`src/rtl/instruction_fetch_if.sv`:
```
// Instruction-memory read port between the fetch stage (master) and instruction memory (slave).
// Handshake: MemReq stays high with MemAddr stable until the memory returns MemAck=1
// together with MemData in the same cycle; MemAck while MemReq is low carries no meaning.
interface instruction_fetch_if #(
   parameter int ADDR_W = 32
);
   logic              MemReq;
   logic [ADDR_W-1:0] MemAddr;
   logic              MemAck;
   logic [31:0]       MemData;

   modport master (
      output MemReq,
      output MemAddr,
      input  MemAck,
      input  MemData
   );

   modport slave (
      input  MemReq,
      input  MemAddr,
      output MemAck,
      output MemData
   );
endinterface

```
`src/rtl/instruction_fetch.sv`:
```
// MIPS fetch stage: samples the PC, reads instruction memory over req/ack, holds and decodes the IR.
// Optional REQ timeout (aborts to a NOP with a sticky FetchError) is built when FETCH_TIMEOUT_EN is defined.
module instruction_fetch #(
   parameter int ADDR_W = 32
`ifdef FETCH_TIMEOUT_EN
   ,
   parameter int TIMEOUT = 16
`endif
) (
   input  logic                Clk,
   input  logic                Reset,
   input  logic [ADDR_W-1:0]   PresentState,
   input  logic                Stall,
   input  logic                Flush,
   instruction_fetch_if.master mem,
   output logic                PcEnable,
   output logic                InstrValid,
   output logic [31:0]         Instruction,
   output logic [5:0]          OpCode,
   output logic [4:0]          Rs,
   output logic [4:0]          Rt,
   output logic [4:0]          Rd,
   output logic [4:0]          Shamt,
   output logic [5:0]          Funct,
   output logic [15:0]         Address,
   output logic [25:0]         Target,
   output logic                FetchError,
   output logic [1:0]          o_dbg_state
);

   // o_dbg_state encoding: 0 IDLE, 1 REQ, 2 VALID
   typedef enum logic [1:0] {
      S_IDLE  = 2'd0,
      S_REQ   = 2'd1,
      S_VALID = 2'd2
   } state_t;

   state_t            r_state;
   state_t            w_nxt_state;
   logic              r_mem_req;
   logic [ADDR_W-1:0] r_mem_addr;
   logic [ADDR_W-1:0] w_nxt_addr;
   logic [31:0]       r_ir;
   logic [31:0]       w_nxt_ir;
   logic              r_valid;
   logic              r_pc_en;
   logic              w_nxt_pc_en;
   logic              w_timeout;

   always_ff @(posedge Clk or negedge Reset) begin
      if (!Reset) begin
         r_state    <= S_IDLE;
         r_mem_req  <= 1'b0;
         r_mem_addr <= '0;
         r_ir       <= '0;
         r_valid    <= 1'b0;
         r_pc_en    <= 1'b0;
      end else begin
         r_state    <= w_nxt_state;
         r_mem_req  <= (w_nxt_state == S_REQ);
         r_valid    <= (w_nxt_state == S_VALID);
         r_pc_en    <= w_nxt_pc_en;
         r_mem_addr <= w_nxt_addr;
         r_ir       <= w_nxt_ir;
      end
   end

   // Flush beats ack/timeout, which beat Stall.
   always_comb begin
      w_nxt_state = r_state;
      if (Flush) begin
         w_nxt_state = S_IDLE;
      end else begin
         case (r_state)
            S_IDLE:  if (!Stall) w_nxt_state = S_REQ;
            S_REQ:   if (mem.MemAck || w_timeout) w_nxt_state = S_VALID;
            S_VALID: if (!Stall) w_nxt_state = S_IDLE;
            default: w_nxt_state = S_IDLE;
         endcase
      end
   end

   always_comb begin
      w_nxt_addr  = r_mem_addr;
      w_nxt_ir    = r_ir;
      w_nxt_pc_en = 1'b0;
      if (!Flush) begin
         if (r_state == S_IDLE && !Stall) begin
            w_nxt_addr = PresentState;
         end
         if (r_state == S_REQ && mem.MemAck) begin
            w_nxt_ir    = mem.MemData;
            w_nxt_pc_en = 1'b1;
         end else if (w_timeout) begin
            w_nxt_ir = '0;
         end
      end
   end

`ifdef FETCH_TIMEOUT_EN
   logic [7:0] r_cnt;
   logic       r_err;

   // An ack on the terminal count wins, so the abort only fires on a silent REQ cycle.
   assign w_timeout = !Flush && (r_state == S_REQ) && !mem.MemAck
                      && (r_cnt == 8'(TIMEOUT - 1));

   always_ff @(posedge Clk or negedge Reset) begin
      if (!Reset) begin
         r_cnt <= 8'd0;
         r_err <= 1'b0;
      end else begin
         r_cnt <= (r_state == S_REQ && w_nxt_state == S_REQ) ? r_cnt + 8'd1 : 8'd0;
         r_err <= r_err | w_timeout;
      end
   end

   assign FetchError = r_err;
`else
   assign w_timeout  = 1'b0;
   assign FetchError = 1'b0;
`endif

   assign mem.MemReq  = r_mem_req;
   assign mem.MemAddr = r_mem_addr;
   assign PcEnable    = r_pc_en;
   assign InstrValid  = r_valid;
   assign Instruction = r_ir;
   assign o_dbg_state = r_state;

   assign OpCode  = r_ir[31:26];
   assign Rs      = r_ir[25:21];
   assign Rt      = r_ir[20:16];
   assign Rd      = r_ir[15:11];
   assign Shamt   = r_ir[10:6];
   assign Funct   = r_ir[5:0];
   assign Address = r_ir[15:0];
   assign Target  = r_ir[25:0];

endmodule

```
`src/flat_wrapper.sv`:
```
// flat-port wrapper written by rule: the top's interface ports become plain ports
module instruction_fetch_flat 
#(
   parameter int ADDR_W = 32

)
  (Clk, Reset, PresentState, Stall, Flush, PcEnable, InstrValid, Instruction, OpCode, Rs, Rt, Rd, Shamt, Funct, Address, Target, FetchError, o_dbg_state, mem_MemReq, mem_MemAddr, mem_MemAck, mem_MemData);
  instruction_fetch_if #(.ADDR_W(ADDR_W)) mem_i ();
  input  logic Clk;
  input  logic Reset;
  input  logic [ADDR_W-1:0] PresentState;
  input  logic Stall;
  input  logic Flush;
  output logic PcEnable;
  output logic InstrValid;
  output logic [31:0] Instruction;
  output logic [5:0] OpCode;
  output logic [4:0] Rs;
  output logic [4:0] Rt;
  output logic [4:0] Rd;
  output logic [4:0] Shamt;
  output logic [5:0] Funct;
  output logic [15:0] Address;
  output logic [25:0] Target;
  output logic FetchError;
  output logic [1:0] o_dbg_state;
  output wire logic [$bits(mem_i.MemReq)-1:0] mem_MemReq;
  output wire logic [$bits(mem_i.MemAddr)-1:0] mem_MemAddr;
  input wire logic [$bits(mem_i.MemAck)-1:0] mem_MemAck;
  input wire logic [$bits(mem_i.MemData)-1:0] mem_MemData;
  assign mem_MemReq = mem_i.MemReq;
  assign mem_MemAddr = mem_i.MemAddr;
  assign mem_i.MemAck = mem_MemAck;
  assign mem_i.MemData = mem_MemData;
  instruction_fetch #(.ADDR_W(ADDR_W)) u_core (.Clk(Clk), .Reset(Reset), .PresentState(PresentState), .Stall(Stall), .Flush(Flush), .mem(mem_i), .PcEnable(PcEnable), .InstrValid(InstrValid), .Instruction(Instruction), .OpCode(OpCode), .Rs(Rs), .Rt(Rt), .Rd(Rd), .Shamt(Shamt), .Funct(Funct), .Address(Address), .Target(Target), .FetchError(FetchError), .o_dbg_state(o_dbg_state));
endmodule
```
`config.mk`:
```
export PLATFORM = sky130hd
export DESIGN_NAME = instruction_fetch_flat
export DESIGN_NICKNAME = d
export VERILOG_FILES = /design/src/rtl/instruction_fetch_if.sv /design/src/rtl/instruction_fetch.sv /design/src/flat_wrapper.sv
export SDC_FILE = /design/constraint.sdc
export NUM_CORES = 1
export LEC_CHECK = 0
export ABC_CLOCK_PERIOD_IN_PS = 2700
export CAP_MARGIN = 20
export CORE_ASPECT_RATIO = 1.1
export CORE_MARGIN = 3
export CORE_UTILIZATION = 39
export CTS_CLUSTER_DIAMETER = 200
export DETAILED_ROUTE_END_ITERATION = 6
export HOLD_SLACK_MARGIN = 0.02
export PLACE_DENSITY_LB_ADDON = 0.25
export SLEW_MARGIN = 20
export SYNTH_ARGS = -nofsm -noshare
export SYNTH_HDL_FRONTEND = slang
export SYNTH_SLANG_ARGS = --single-unit
```
`constraint.sdc`:
```
create_clock -name Clk -period 2.7 [get_ports Clk]
set_input_delay 0.54 -clock Clk [delete_from_list [all_inputs] [get_ports Clk]]
set_output_delay 0.54 -clock Clk [all_outputs]
set_load 0.05 [all_outputs]
```
==> results.ini <==
[hold_path]
worstHoldPathType=in2async

[yosys]
yosysMostFrequentCell=buf_4
syn_avg_cell_area_um2=14.7
synth.top_cell.area_share=0.522
synthTopCellsByCount=buf_4, dfrtp_1, mux2_2
synth_edf_count=0
postSynth.asyncResetShare=1.00
yosysTopAreaCell=dfrtp_1
synthCells=225
synth.distinct_cells=14
ys_ff_latch=69
ys.flop_type=dfrtp_1
netlist_area_um2=3310
yosys-top-cells-area=dfrtp_1, buf_4, mux2_4
yosysSeqAreaShare=0.522
synth.net_count=294
yosysWarnings=0

[placed_design]
gp_congestion=0.698
dpl.hpwl_mm=5.85
port_buffers=211

[global_route]
grt_max_degree=41
antenna_found_initial=0
grt.overflow.total=0
grt_pass1_wl_mm=11.3
grt_pass1_vias=2226
grt.total_usage=0.151

[critical_path]
cp_data_required_time_ps=2160
end_kind=primary output
worstPathCellList=clkdlybuf4s50_1
arrival_ps=1700
cp.buffers_inverters=1
worstSetupStartpointType=flip-flop
reg2reg_setup_slack_ps=1120
path_max_fanout=8
critical-path-top-delay-family=buffers and inverters
critPathKind=reg2out
slowest_delay_ps=870
cpMaxStageDelayCell=clkdlybuf4s50_1

[route]
num_vias=2123
first_pass_iters=4
via_per_inst=4.40
drc=0
routedWlPerCell_um=15.4
ant_nets=0
drt_iter0_markers=20
routed_wl_mm=7.43

[clock_tree]
cts_max_level=3
cts_made_buffers=9
postCtsHoldBufs=0
clock_latency_ps=330
cts_sinks=69
cts-root-buf=clkbuf_8
cts_setup_buffers=0
tritoncts=done
clkTransAtPathRegs_ps=70
post_cts_resize_count=0
clk_path_buf_depth=2

[floorplan]
ioPinCount=213
core_um2=8080
die_w_um=93.8
start_util=0.410
die_area_um2=9630
num_rows=34
die_h_um=103

[timing]
max_freq_ghz=0.447
finalCriticalPeriod_ps=2240
finalHoldViolations=0
finalCritPeriodShare=0.828
worstMarginPinSlew_ps=715
setup_violations=0
skew_ps=7.55
rsz0062_at_grt=no
slew_headroom=0.523
drv_slew=0
setup-tns-final_ps=0

[power_and_ir_drop]
leakagePower_nw=2.12
p_per_area_nw_per_um2=1190
finalPower_mw=6.12
vdd_drop_max_v=0.000513

[finish]
final_util=0.635
area_growth_pct=55.0
drive_gt1_frac=0.225
nets=438
insertedDiodeCount=0

[run]
maxCapViolations=0

[run_status]
status=finished clean

==> power by group <==
part	total (mW)	switching (mW)	leakage, nW	internal (mW)
sequential	1.51	0.222	0.827	1.29
combinational	3.80	2.49	1.19	1.31
clock	0.811	0.365	0.103	0.446
total	6.12	3.08	2.12	3.04
==> cells by family (layout without fill, tap and decap cells) <==
logic type	Yosys count	in the layout	synth area share
AOI/OAI and AO/OA	4	4	0.00832
other	1	1	0.00113
and+or+nand+nor	5	5	0.0166
buffers and inverters	82	231	0.202
muxes	64	64	0.251
DFF	69	69	0.522
==> cell type report <==
class	instances	area, um^2
Tap cell	108	135
Multi-Input combinational cell	74	916
Sequential cell	69	1730
Clock inverter	5	50.0
Timing Repair Buffer	215	2160
Clock buffer	11	141
Fill cell	624	2950
==> path summary, 6_finish.rpt <==
path,from,endpoint,depth (start not counted)
max in group asynchronous,Reset,u_core.mem.MemAddr[27],2
min reg2reg,u_core.mem.MemAddr[4],u_core.mem.MemAddr[4],1
max,u_core.o_dbg_state[0],o_dbg_state[0],1
min in group Clk,u_core.mem.MemAddr[4],u_core.mem.MemAddr[4],1
max reg2reg,u_core.o_dbg_state[1],u_core.Instruction[16],3
min,Reset,u_core.Instruction[4],1
==> metal layers <==
metal / part of all wire / track usage
met2: 0.48 / 0.251
met4: 0.014 / 0.0600
met5: 0 / 0
met1: 0.39 / 0.179
met3: 0.11 / 0.0540
==> cell usage in the layout (no fill, tap or decap) <==
cell,n
buf_2,1
clkinv_2,4
dfrtp_1,69
clkdlybuf4s50_1,210
mux2_1,2
nand3b_1,2
a21oi_1,2
clkbuf_8,10
clkbuf_1,1
mux2_4,29
bufinv_16,1
buf_4,2
nor4_4,1
a2111oi_0,2
and4bb_2,1
nor2b_1,1
buf_12,2
mux2_2,33
conb_1,1
==> per-stage QoR <==
step	cell area, um^2	cells	worst slack, ps	hold WS, ps
3_3_place_gp	4940	466	528	469
3_5_place_dp	4940	466	482	474
2_1_floorplan	3310	225	966	244
4_1_cts	5130	482	435	261
6_report	5130	482	464	248
5_1_grt	5130	482	386	280
==> registers in the layout, indices dropped and copies added (netlist names) <==
register and flops:
u_core.InstrValid 1, u_core.Instruction 32, u_core.PcEnable 1, u_core.mem.MemAddr 32
u_core.mem.MemReq 1, u_core.o_dbg_state 2
Power figures use the tool's default switching activity.
